===== src/rtl/vid_pkg.sv =====
// Shared types for the image BRAM arbiter: arbiter state encoding and the
// read-return tag that says which requester a pending read belongs to.
package vid_pkg;

  typedef enum logic [1:0] {
    ARB_IDLE = 2'd0,
    ARB_VID  = 2'd1,
    ARB_HOST = 2'd2
  } arb_state_t;

  typedef enum logic {
    TAG_VID  = 1'b0,
    TAG_HOST = 1'b1
  } tag_t;

endpackage


===== src/rtl/rd_tag_pipe.sv =====
// Valid/tag shift register that follows each accepted read through the BRAM
// so its data can be steered to the right requester when it comes back.
module rd_tag_pipe
  import vid_pkg::*;
#(
  parameter int DEPTH = 3
) (
  input  logic clk,
  input  logic rst,
  input  logic in_valid,
  input  tag_t in_tag,
  output logic out_valid,
  output tag_t out_tag
);

  logic [DEPTH-1:0] vld_q;
  tag_t             tag_q [DEPTH];

  always_ff @(posedge clk) begin
    if (rst) begin
      vld_q <= '0;
      for (int i = 0; i < DEPTH; i++) tag_q[i] <= TAG_VID;
    end else begin
      vld_q    <= {vld_q[DEPTH-2:0], in_valid};
      tag_q[0] <= in_tag;
      for (int i = 1; i < DEPTH; i++) tag_q[i] <= tag_q[i-1];
    end
  end

  assign out_valid = vld_q[DEPTH-1];
  assign out_tag   = tag_q[DEPTH-1];

endmodule


===== src/rtl/img_bram_arb.sv =====
// Arbitrates one BRAM port between the video prefetcher and the host image
// loader with urgent-video override, burst limiting and round-robin from idle.
module img_bram_arb
  import vid_pkg::*;
#(
  parameter int ADDRW     = 17,
  parameter int DATAW     = 24,
  parameter int RD_LAT    = 2,
  parameter int BURST_MAX = 16
) (
  input  logic             clk,
  input  logic             rst,
  input  logic             v_req,
  input  logic [ADDRW-1:0] v_addr,
  input  logic             v_urgent,
  output logic             v_gnt,
  output logic [DATAW-1:0] v_rdata,
  output logic             v_rvalid,
  input  logic             h_req,
  input  logic             h_we,
  input  logic [ADDRW-1:0] h_addr,
  input  logic [DATAW-1:0] h_wdata,
  output logic             h_gnt,
  output logic [DATAW-1:0] h_rdata,
  output logic             h_rvalid,
  output logic             bram_en,
  output logic             bram_we,
  output logic [ADDRW-1:0] bram_addr,
  output logic [DATAW-1:0] bram_wdata,
  input  logic [DATAW-1:0] bram_rdata,
  output arb_state_t       dbg_state
);

  localparam int              CNTW    = $clog2(BURST_MAX + 1);
  localparam logic [CNTW-1:0] CNT_MAX = CNTW'(BURST_MAX);
  localparam logic [CNTW-1:0] CNT_ONE = CNTW'(1);

  // Handshake: a requester holds req (and its address/data) until it sees
  // gnt in the same cycle; req && gnt is the single point of acceptance.
  arb_state_t      state_q, state_d;
  logic [CNTW-1:0] cnt_q, cnt_d, cnt_inc;
  logic            rr_vid_q, rr_vid_d;
  logic            gnt_v, gnt_h;

  assign cnt_inc = (cnt_q == CNT_MAX) ? cnt_q : cnt_q + 1'b1;

  always_comb begin
    gnt_v    = 1'b0;
    gnt_h    = 1'b0;
    state_d  = ARB_IDLE;
    cnt_d    = '0;
    rr_vid_d = rr_vid_q;
    if (!rst) begin
      if (v_urgent && v_req) begin
        gnt_v = 1'b1;
      end else if (v_req && h_req) begin
        case (state_q)
          ARB_IDLE: if (rr_vid_q) gnt_v = 1'b1; else gnt_h = 1'b1;
          ARB_VID:  if (cnt_q < CNT_MAX) gnt_v = 1'b1; else gnt_h = 1'b1;
          ARB_HOST: if (cnt_q < CNT_MAX) gnt_h = 1'b1; else gnt_v = 1'b1;
          default:  gnt_v = 1'b1;
        endcase
      end else begin
        gnt_v = v_req;
        gnt_h = h_req;
      end

      // Continuing the same owner extends its burst; any hand-over restarts it.
      if (gnt_v) begin
        state_d  = ARB_VID;
        cnt_d    = (state_q == ARB_VID) ? cnt_inc : CNT_ONE;
        rr_vid_d = 1'b0;
      end else if (gnt_h) begin
        state_d  = ARB_HOST;
        cnt_d    = (state_q == ARB_HOST) ? cnt_inc : CNT_ONE;
        rr_vid_d = 1'b1;
      end
    end
  end

  always_ff @(posedge clk) begin
    if (rst) begin
      state_q  <= ARB_IDLE;
      cnt_q    <= '0;
      rr_vid_q <= 1'b1;
    end else begin
      state_q  <= state_d;
      cnt_q    <= cnt_d;
      rr_vid_q <= rr_vid_d;
    end
  end

  logic             en_q, we_q;
  logic [ADDRW-1:0] addr_q;
  logic [DATAW-1:0] wdata_q;

  always_ff @(posedge clk) begin
    if (rst) begin
      en_q    <= 1'b0;
      we_q    <= 1'b0;
      addr_q  <= '0;
      wdata_q <= '0;
    end else begin
      en_q    <= gnt_v | gnt_h;
      we_q    <= gnt_h & h_we;
      addr_q  <= gnt_v ? v_addr : (gnt_h ? h_addr : '0);
      wdata_q <= (gnt_h && h_we) ? h_wdata : '0;
    end
  end

  logic pipe_valid;
  tag_t pipe_tag;

  rd_tag_pipe #(
    .DEPTH(RD_LAT + 1)
  ) u_rd_tag_pipe (
    .clk      (clk),
    .rst      (rst),
    .in_valid (gnt_v | (gnt_h & ~h_we)),
    .in_tag   (gnt_v ? TAG_VID : TAG_HOST),
    .out_valid(pipe_valid),
    .out_tag  (pipe_tag)
  );

  // Outputs are forced low while rst is held, even before the reset edge.
  assign v_gnt      = gnt_v;
  assign h_gnt      = gnt_h;
  assign bram_en    = en_q & ~rst;
  assign bram_we    = we_q & ~rst;
  assign bram_addr  = rst ? '0 : addr_q;
  assign bram_wdata = rst ? '0 : wdata_q;
  assign v_rvalid   = pipe_valid & ~rst & (pipe_tag == TAG_VID);
  assign h_rvalid   = pipe_valid & ~rst & (pipe_tag == TAG_HOST);
  assign v_rdata    = v_rvalid ? bram_rdata : '0;
  assign h_rdata    = h_rvalid ? bram_rdata : '0;
  assign dbg_state  = state_q;

endmodule


===== config.mk =====
export PLATFORM = sky130hd
export DESIGN_NAME = img_bram_arb
export DESIGN_NICKNAME = d
export VERILOG_FILES = /design/src/rtl/vid_pkg.sv /design/src/rtl/rd_tag_pipe.sv /design/src/rtl/img_bram_arb.sv
export SDC_FILE = /design/constraint.sdc
export NUM_CORES = 1
export LEC_CHECK = 0
export BUFFER_PORTS_ARGS = -buffer_cell sky130_fd_sc_hd__buf_4
export CORE_MARGIN = 3
export CORE_UTILIZATION = 40
export DETAILED_ROUTE_END_ITERATION = 8
export HOLD_SLACK_MARGIN = 0.02
export PLACE_DENSITY = 0.83
export SLEW_MARGIN = 25
export SYNTH_ARGS = -nofsm -noshare
export SYNTH_HDL_FRONTEND = slang
export SYNTH_SLANG_ARGS = --single-unit

===== constraint.sdc =====
create_clock -name clk -period 4.25 [get_ports clk]
set_input_delay 0.6375 -clock clk [delete_from_list [all_inputs] [get_ports clk]]
set_output_delay 0.6375 -clock clk [all_outputs]
set_load 0.01 [all_outputs]

# [Yosys cells after proc, flatten, opt, wreduce, memory -nomap -nowiden]
# Memory sizes are Yosys's and may differ from the RTL's.
# Index checks and enable logic that the tools add are counted.
[word_totals] elab_cells=74 in_bits=88 output_inout_bits=97 ram_bits=3 mem_count=1 register_bits=54
[mem_list] memory="u_rd_tag_pipe.tag_q" depth=3 width=1 read_ports=3 rd_clocked_by_memory_dff=0 write_ports=3 line_no="rd_tag_pipe.sv:17" text="tag_t tag_q [DEPTH];"
[op_classes] n_eq_ne=3 reduce_logical=7 n_bitwise=16 n_lt_le_gt_ge=1 muxes=36 add_sub_neg=1
[op_table] cell="$mux 24" n=3
[op_table] cell="$mux 17" n=3
[op_table] cell="$mux 5" n=5
[op_table] cell="$mux 1" n=22
[op_table] cell="$and 1x1->1" n=7
[op_table] cell="$pmux 1 s3" n=2
[op_table] cell="$add 5x1->5 const B" n=1
[op_table] cell="$eq 5x5->1 const B" n=1
[op_table] cell="$lt 5x5->1 const B" n=1
[op_table] cell="$or 1x1->1" n=5
[op_table] cell="$not 1->1" n=4
[op_table] cell="$reduce_or 2->1" n=2
[op_table] cell="$logic_and 1x1->1" n=3
[op_table] cell="$eq 2x1->1 const B" n=1
[op_table] cell="$eq 2x2->1 const B" n=1
[op_table] cell="$logic_not 2->1" n=1
[op_table] cell="$mux 2" n=1
[op_table] cell="$reduce_bool 2->1" n=1

# [Depth between registers and ports, before layout]
# Gate-level depths: netlist of the first run.
[logic_depth] ltp_word=10 depth_mapped=5 depth_no_buf=5

# [Modules after synthesis]
# Synthesis of the first run repeated with hierarchy kept, for this count alone.
[unflattened] cells_unflattened=257 area_unflattened_um2=2429.8
[by_module_without_submodules] module="img_bram_arb" seq_area_each_um2=1021.0 cells_each=245 area_each_um2=2272.2 n_inst=1
[by_module_without_submodules] module="rd_tag_pipe" seq_area_each_um2=120.1 cells_each=12 area_each_um2=157.7 n_inst=1

# [Worst setup path after synthesis of the first run]
# Ideal clock, no wire load.
[synth_path] kind="input-to-output" from="in rst" to="out v_rdata[14]" arrival_ns=1.727 required_time_ns=3.612 cell_stages=4 n_path_buf=2 slack_ns=1.886 cell_sequence="clkbuf_1 > nor3b_1 > clkbuf_1 > and2_1"
[synth_via] elab_chain_cells=4
[synth_lines] element="start: declaration" line_no="img_bram_arb.sv:12" text="input logic rst,"
[synth_lines] element="$not 1->1" line_no="img_bram_arb.sv:132" text="assign v_rvalid = pipe_valid & ~rst & (pipe_tag == TAG_VID);"
[synth_lines] element="$and 1x1->1 (2 in a row)" line_no="img_bram_arb.sv:132"
[synth_lines] element="net v_rvalid" line_no="img_bram_arb.sv:18" text="output logic v_rvalid,"
[synth_lines] element="$mux 24" line_no="img_bram_arb.sv:134" text="assign v_rdata = v_rvalid ? bram_rdata : '0;"
[synth_lines] element="end: declaration" line_no="img_bram_arb.sv:17" text="output logic [DATAW-1:0] v_rdata,"
# The timed path passes the listed nets, and every way through them passes these cells.

# [Worst setup path after layout of the first run]
[layout_path] from="in rst" to="out h_rdata[4]"
[layout_via] elab_chain_cells=4
[layout_lines] element="$not 1->1" line_no="img_bram_arb.sv:133" text="assign h_rvalid = pipe_valid & ~rst & (pipe_tag == TAG_HOST);"
[layout_lines] element="$and 1x1->1 (2 in a row)" line_no="img_bram_arb.sv:133"
[layout_lines] element="$mux 24" line_no="img_bram_arb.sv:135" text="assign h_rdata = h_rvalid ? bram_rdata : '0;"
[layout_lines] element="end: declaration" line_no="img_bram_arb.sv:24" text="output logic [DATAW-1:0] h_rdata,"
# No other way between the ends.

==> results of run 1 <==
[kinds of logic after synthesis]
logic type,after synthesis
adder cells (fa/ha/maj),2
multiplexers,2
XOR/XNOR,4
flip-flops,57
AO/OA/AOI/OAI,26
buffers and inverters,22
AND/OR/NAND/NOR,181
[per-stage QoR]
stage	util, %	std cells	setup WS, ps	power (mW)
4_1_cts	67.98	549	1245	1.158
2_1_floorplan	-	294	1886	0.6470
5_1_grt	68.08	549	1364	1.200
3_3_place_gp	65.33	534	1401	0.7423
6_report	68.08	549	1537	1.145
3_5_place_dp	65.33	534	1256	0.7463
[layout make-up]
cell class,count,area [um^2],share of cell area (%)
multi-input combinational,215,1358,32.71
tap,75,93.84,2.261
inverter,2,7.507,0.1809
clock inverter,4,20.02,0.4824
sequential,57,1141,27.49
timing repair buffer,185,1389,33.46
clock buffer,11,141.4,3.407
[worst paths after layout]
kind | from | endpoint | cells after the start
setup reg to reg | cnt_q[4]$_SDFF_PP0_ | cnt_q[2]$_SDFF_PP0_ | 5
hold reg to reg | u_rd_tag_pipe.tag_q[0][0]$_SDFF_PP0_ | u_rd_tag_pipe.tag_q[0][1]$_SDFF_PP0_ | 1
hold / removal | u_rd_tag_pipe.tag_q[0][0]$_SDFF_PP0_ | u_rd_tag_pipe.tag_q[0][1]$_SDFF_PP0_ | 1
setup / recovery | rst | h_rdata[4] | 4
[power by group through the flow]
stage / Clock (mW) / Combinational [mW] / Sequential [mW]
floorplan: 0 / 0.0741 / 0.573
global placement: 0 / 0.169 / 0.574
detailed placement: 0 / 0.172 / 0.575
CTS: 0.423 / 0.173 / 0.563
global route: 0.447 / 0.187 / 0.565
finish: 0.412 / 0.171 / 0.563
[worst max-delay path: stages]
cell and delay (ps):
buf_4 550, and3b_1 460, and2_1 270, buf_4 140
[metal layers]
metal,vias up,wire (um)
li1,1279,-
met1,1123,2499
met2,142,3705
met3,14,1033
met4,0,155
met5,-,0
[layout by cell type, fill, tap and decap left out, drive strengths merged, types with 2 or more instances in the layout]
cell	netlist	routed
buf	4	185
and2	74	74
dfxtp	57	57
nor2b	51	51
nand2b	20	20
nand3	19	19
a21oi	19	19
clkbuf	16	11
nor2	7	7
clkinv	0	4
inv	2	2
nand3b	2	2
o21ai	2	2
xor2	2	2
xnor2	2	2
ha	2	2
nor3b	2	2
[registers in the layout, indices dropped and copies added, names as in the netlist]
signal	cells
wdata_q	24
u_rd_tag_pipe.tag_q	3
we_q	1
addr_q	17
rr_vid_q	1
u_rd_tag_pipe.vld_q	3
dbg_state	2
en_q	1
cnt_q	5
==> impl_metrics.tcl, run 1 <==
set metrics [dict create \
    status "complete, no violations" \
    dpl.hpwl_um 5765 \
    start_util_pct 42.28 \
    yosysWarnings 0 \
    ys_seq_elements 57 \
    cts_setup_buffers 0 \
    synth_fa_ha_area_share_pct 0.9709 \
    ctsLongestPathBuffers 2 \
    endpoint_kind "output port" \
    die-width_um 86.27 \
    clock_skew_ps 7.569 \
    stdcell_area_um2 4150 \
    syn_area_um2 2577 \
    min_period_ps 2713 \
    nFillCells 490 \
    postCtsHoldBufs 0 \
    p_sw_share_pct 23.49 \
    maxSlewViolCount 0 \
    met2_usage_pct 35.39 \
    ff2ff_setup_slack_ps 1930 \
    globalplace.congestion 0.7811 \
    synth_commonest_cells "74 x and2_1, 57 x dfxtp_1, 51 x nor2b_1" \
    synth_edf_count 0 \
    ctsResizeCount 0 \
    finalCritPeriodShare_pct 63.83 \
    worstSetupPathType "in2out" \
    dr.pass1.iters 4 \
    syn_to_final_growth_pct 61.02 \
    gr-total-overflow 0 \
    timing.hold.ws_ps 439.6 \
    synthXorXnorAreaFrac_pct 1.359 \
    p_int_mw 0.8762 \
    powerDensity_nw_per_um2 275.9 \
    routed_wirelength_um 7393 \
    post_drt_via_cell_ratio 4.659 \
    io_buffers 184 \
    synth_nets 384 \
    grt_max_degree 76 \
    wl_per_cell_um 13.47 \
    ir_drop_v 0.0003063 \
    path_max_fanout 75 \
    start_kind "primary input" \
    vias 2558 \
    diodes 0 \
    synth_top_area_share_pct 44.27 \
    die_area_um2 7443 \
    async_reset_ff_share_pct 0 \
    worst_slew_pin_slew_ps 713.4 \
    sequentialPowerShare_pct 49.2 \
    first_iter_violations 51 \
    use_met3_pct 10.08 \
    grt-busiest-layer "met2" \
    cts_tree "built" \
    clk_pin_slew_ps 50 \
    syn_inst 294 \
    setup_viol 0 \
    synth_mux_area_share_pct 0.8252 \
    pwr-share-comb_pct 14.9 \
    clockPowerShare_pct 36.0 \
    clk_latency_ps 320 \
    io_pins 185 \
    h-tree-depth 3 \
    synth_area_leaders "dfxtp_1 44%, and2_1 18%, nor2b_1 12%, nand2b_1 4.9%, a21oi_1 3.7%" \
    grt_use_total_pct 19.15 \
    antenna_left 0 \
    arrival_ps 2080 \
    placed_area_um2 3983 \
    nets 560 \
    syn_area_per_cell_um2 8.767 \
    fmax_mhz 368.6 \
    cts_buffers 9 \
    synthDistinctLibCells 30 \
    maxCapViolCount 0 \
    use_met1_pct 17.76 \
    fp.dieH_um 86.27 \
    slew_headroom_pct 52.44 \
    synth-compound-area-share_pct 6.311 \
    switchingPower_mw 0.2689 \
    synth-simple-area-share_pct 42.77 \
    ys.flop_type "dfxtp_1" \
    synth_largest_area_cell "dfxtp_1" \
    core_area_um2 6096 \
    tns_ps 0 \
    drc 0 \
    hold_violations 0 \
    synth.most_common_cell "and2_1" \
    synth_top_family_by_area "simple AND/OR/NAND/NOR gates" \
    rsz0062_at_grt "no" \
    required_ps 3610 \
    cellLeakagePower_nw 2.022 \
    grt_pass1_vias 2564 \
    grt_pass1_wl_um 11280 \
    cts_sinks 57 \
    clock-root-buffer "clkbuf_8" \
    antenna_found_initial 0 \
    hp-class "reg2reg" \
    drive_gt1_share_pct 43.25 \
    yosysSeqAreaShare_pct 44.27 \
    rows 28 \
]
Note: power is estimated with default switching activity, not from simulation.
==> run 2, diff against run 1 <==
==> constraint.sdc (replaced) <==
create_clock -name clk -period 2.5 [get_ports clk]
set_input_delay 0.375 -clock clk [delete_from_list [all_inputs] [get_ports clk]]
set_output_delay 0.375 -clock clk [all_outputs]
set_load 0.01 [all_outputs]
==> run 2 against run 1 <==
Utilization rose by 1.4 points. Wire length rose by 1.3%. Design area grew 2.0%. Final cell count rose by 0.73%. Critical path type is now reg2out. Largest power group is now the clock network. Highest routed layer unchanged.
==> impl_metrics.tcl, run 2 (synthesis gave the netlist of run 1 again) <==
set metrics [dict create \
    status "complete, no violations" \
    dpl.hpwl_um 5824 \
    wl_per_cell_um 13.55 \
    min_period_ps 2224 \
    powerDensity_nw_per_um2 523.3 \
    grt_pass1_vias 2488 \
    fmax_mhz 449.6 \
    wl_met2_um 3809 \
    tns_ps 0 \
    hp-class "in2reg" \
    clk_latency_ps 330 \
    drive_gt1_share_pct 43.93 \
    globalplace.congestion 0.7369 \
    fp.dieH_um 86.27 \
    routed_wirelength_um 7492 \
    worst_slew_pin_slew_ps 681.2 \
    hold_violations 0 \
    path_max_fanout 11 \
    start_kind "register" \
    cts_buffers 9 \
    io_buffers 184 \
    grt_use_total_pct 19.18 \
    pwr-share-comb_pct 13.2 \
    largest_reg_flops 24 \
    finalCritPeriodShare_pct 88.97 \
    maxSlewViolCount 0 \
    first_iter_violations 72 \
    syn_to_final_growth_pct 64.27 \
    clock_skew_ps 9.030 \
    reg.largest.list "wdata_q (24), addr_q (17), cnt_q (5)" \
    ctsResizeCount 0 \
    cts_setup_buffers 0 \
    setup_viol 0 \
    core_area_um2 6096 \
    ir_drop_v 0.0004508 \
    utilization_pct 69.46 \
    worstSetupPathType "reg2out" \
    nets 563 \
    drc 0 \
    ctsLongestPathBuffers 2 \
    cellLeakagePower_nw 2.063 \
    die-width_um 86.27 \
    clk_pin_slew_ps 70 \
    die_area_um2 7443 \
    dr.pass1.iters 4 \
    vias 2566 \
    switchingPower_mw 0.4861 \
    total_power_mw 2.216 \
    start_util_pct 42.28 \
    layout.cells.most_common "buf_4" \
    r2r_cells 4 \
    grt_pass1_wl_um 11210 \
    maxCapViolCount 0 \
    postCtsHoldBufs 0 \
    wl_met1_um 2527 \
    top_register "wdata_q" \
    clock-root-buffer "clkbuf_8" \
    dr_wl_met3_um 1079 \
    slew_headroom_pct 53.97 \
    p_int_mw 1.730 \
    final_cell_mix "188 x buf_4, 74 x and2_1, 57 x dfxtp_1" \
    io_pins 185 \
    gr-total-overflow 0 \
    grt_max_degree 42 \
    cts_sinks 57 \
    rsz0062_at_grt "no" \
    cts_tree "built" \
    post_drt_via_cell_ratio 4.640 \
    slowest_delay_ps 410 \
    h-tree-depth 3 \
    arrival_ps 1850 \
    placed_area_um2 4005 \
    worstPathCellList "mux2_2 -> o31ai_4 -> and2_1 -> buf_4" \
    required_ps 2120 \
    rows 28 \
    slowest_stage "dfxtp_1" \
    clockPowerShare_pct 43.6 \
    sequentialPowerShare_pct 43.2 \
    antenna_found_initial 0 \
    antenna_left 0 \
    p_sw_share_pct 21.94 \
    timing.hold.ws_ps 237.6 \
    endpoint_kind "output port" \
    whs_path_depth 2 \
    top_layer_used "met4" \
    diodes 0 \
    stdcell_area_um2 4234 \
]
-- run 2: cell count changes in the layout (fill, tap and decap cells not counted) --
cell,change
nor3b_2,+1
clkinv_2,-2
clkinvlp_4,+1
nor3b_4,-1
clkbuf_8,+1
buf_4,+3
bufinv_16,+2
clkbuf_1,-1
-- run 2: worst paths after layout --
path	start	end	slack, ps
setup / recovery	cnt_q[4]$_SDFF_PP0_	h_gnt	280
setup reg to reg	cnt_q[4]$_SDFF_PP0_	wdata_q[5]$_SDFF_PP0_	550
hold reg to reg	u_rd_tag_pipe.vld_q[1]$_SDFF_PP0_	u_rd_tag_pipe.vld_q[2]$_SDFF_PP0_	440
hold / removal	h_wdata[0]	wdata_q[0]$_SDFF_PP0_	240
-- run 2: metrics by stage --
step	worst slack, ps	instances
after floorplan	660.9	294
after global placement	491.2	537
after detailed placement	418.6	537
after CTS	234.8	553
after global routing	150.9	553
final	275.8	553
-- run 2: critical path: cells and delay by family (launching register included) --
| family | cells | cell delay (ps) |
|---|---|---|
| flops | 1 | 410 |
| mux | 1 | 390 |
| simple gates | 1 | 200 |
| compound gates | 1 | 400 |
| buf+inv | 1 | 120 |
-- run 2: routing by layer --
metal  global-route usage, %  vias to the layer above
met3                   10.93                       12
met2                   34.83                      132
met5                       0                        -
met1                   18.26                     1136
li1                        -                     1286
met4                   5.949                        0
-- run 2: power by group through the flow --
stage          Clock [mW]  Sequential [mW]  Combinational (mW)
2_1_floorplan           0            0.974               0.126
3_3_place_gp            0            0.975               0.289
3_5_place_dp            0            0.977               0.296
4_1_cts             0.989            0.957               0.297
5_1_grt              1.03            0.960               0.320
6_report            0.966            0.957               0.293
-- run 2: cell type report --
cell class	instances	area (um^2)
clock buffer	11	151.4
clock inverter	5	77.57
fill	475	1862
inverter	2	7.507
multi-input combinational	215	1351
sequential	57	1141
tap	75	93.84
timing repair buffer	188	1411
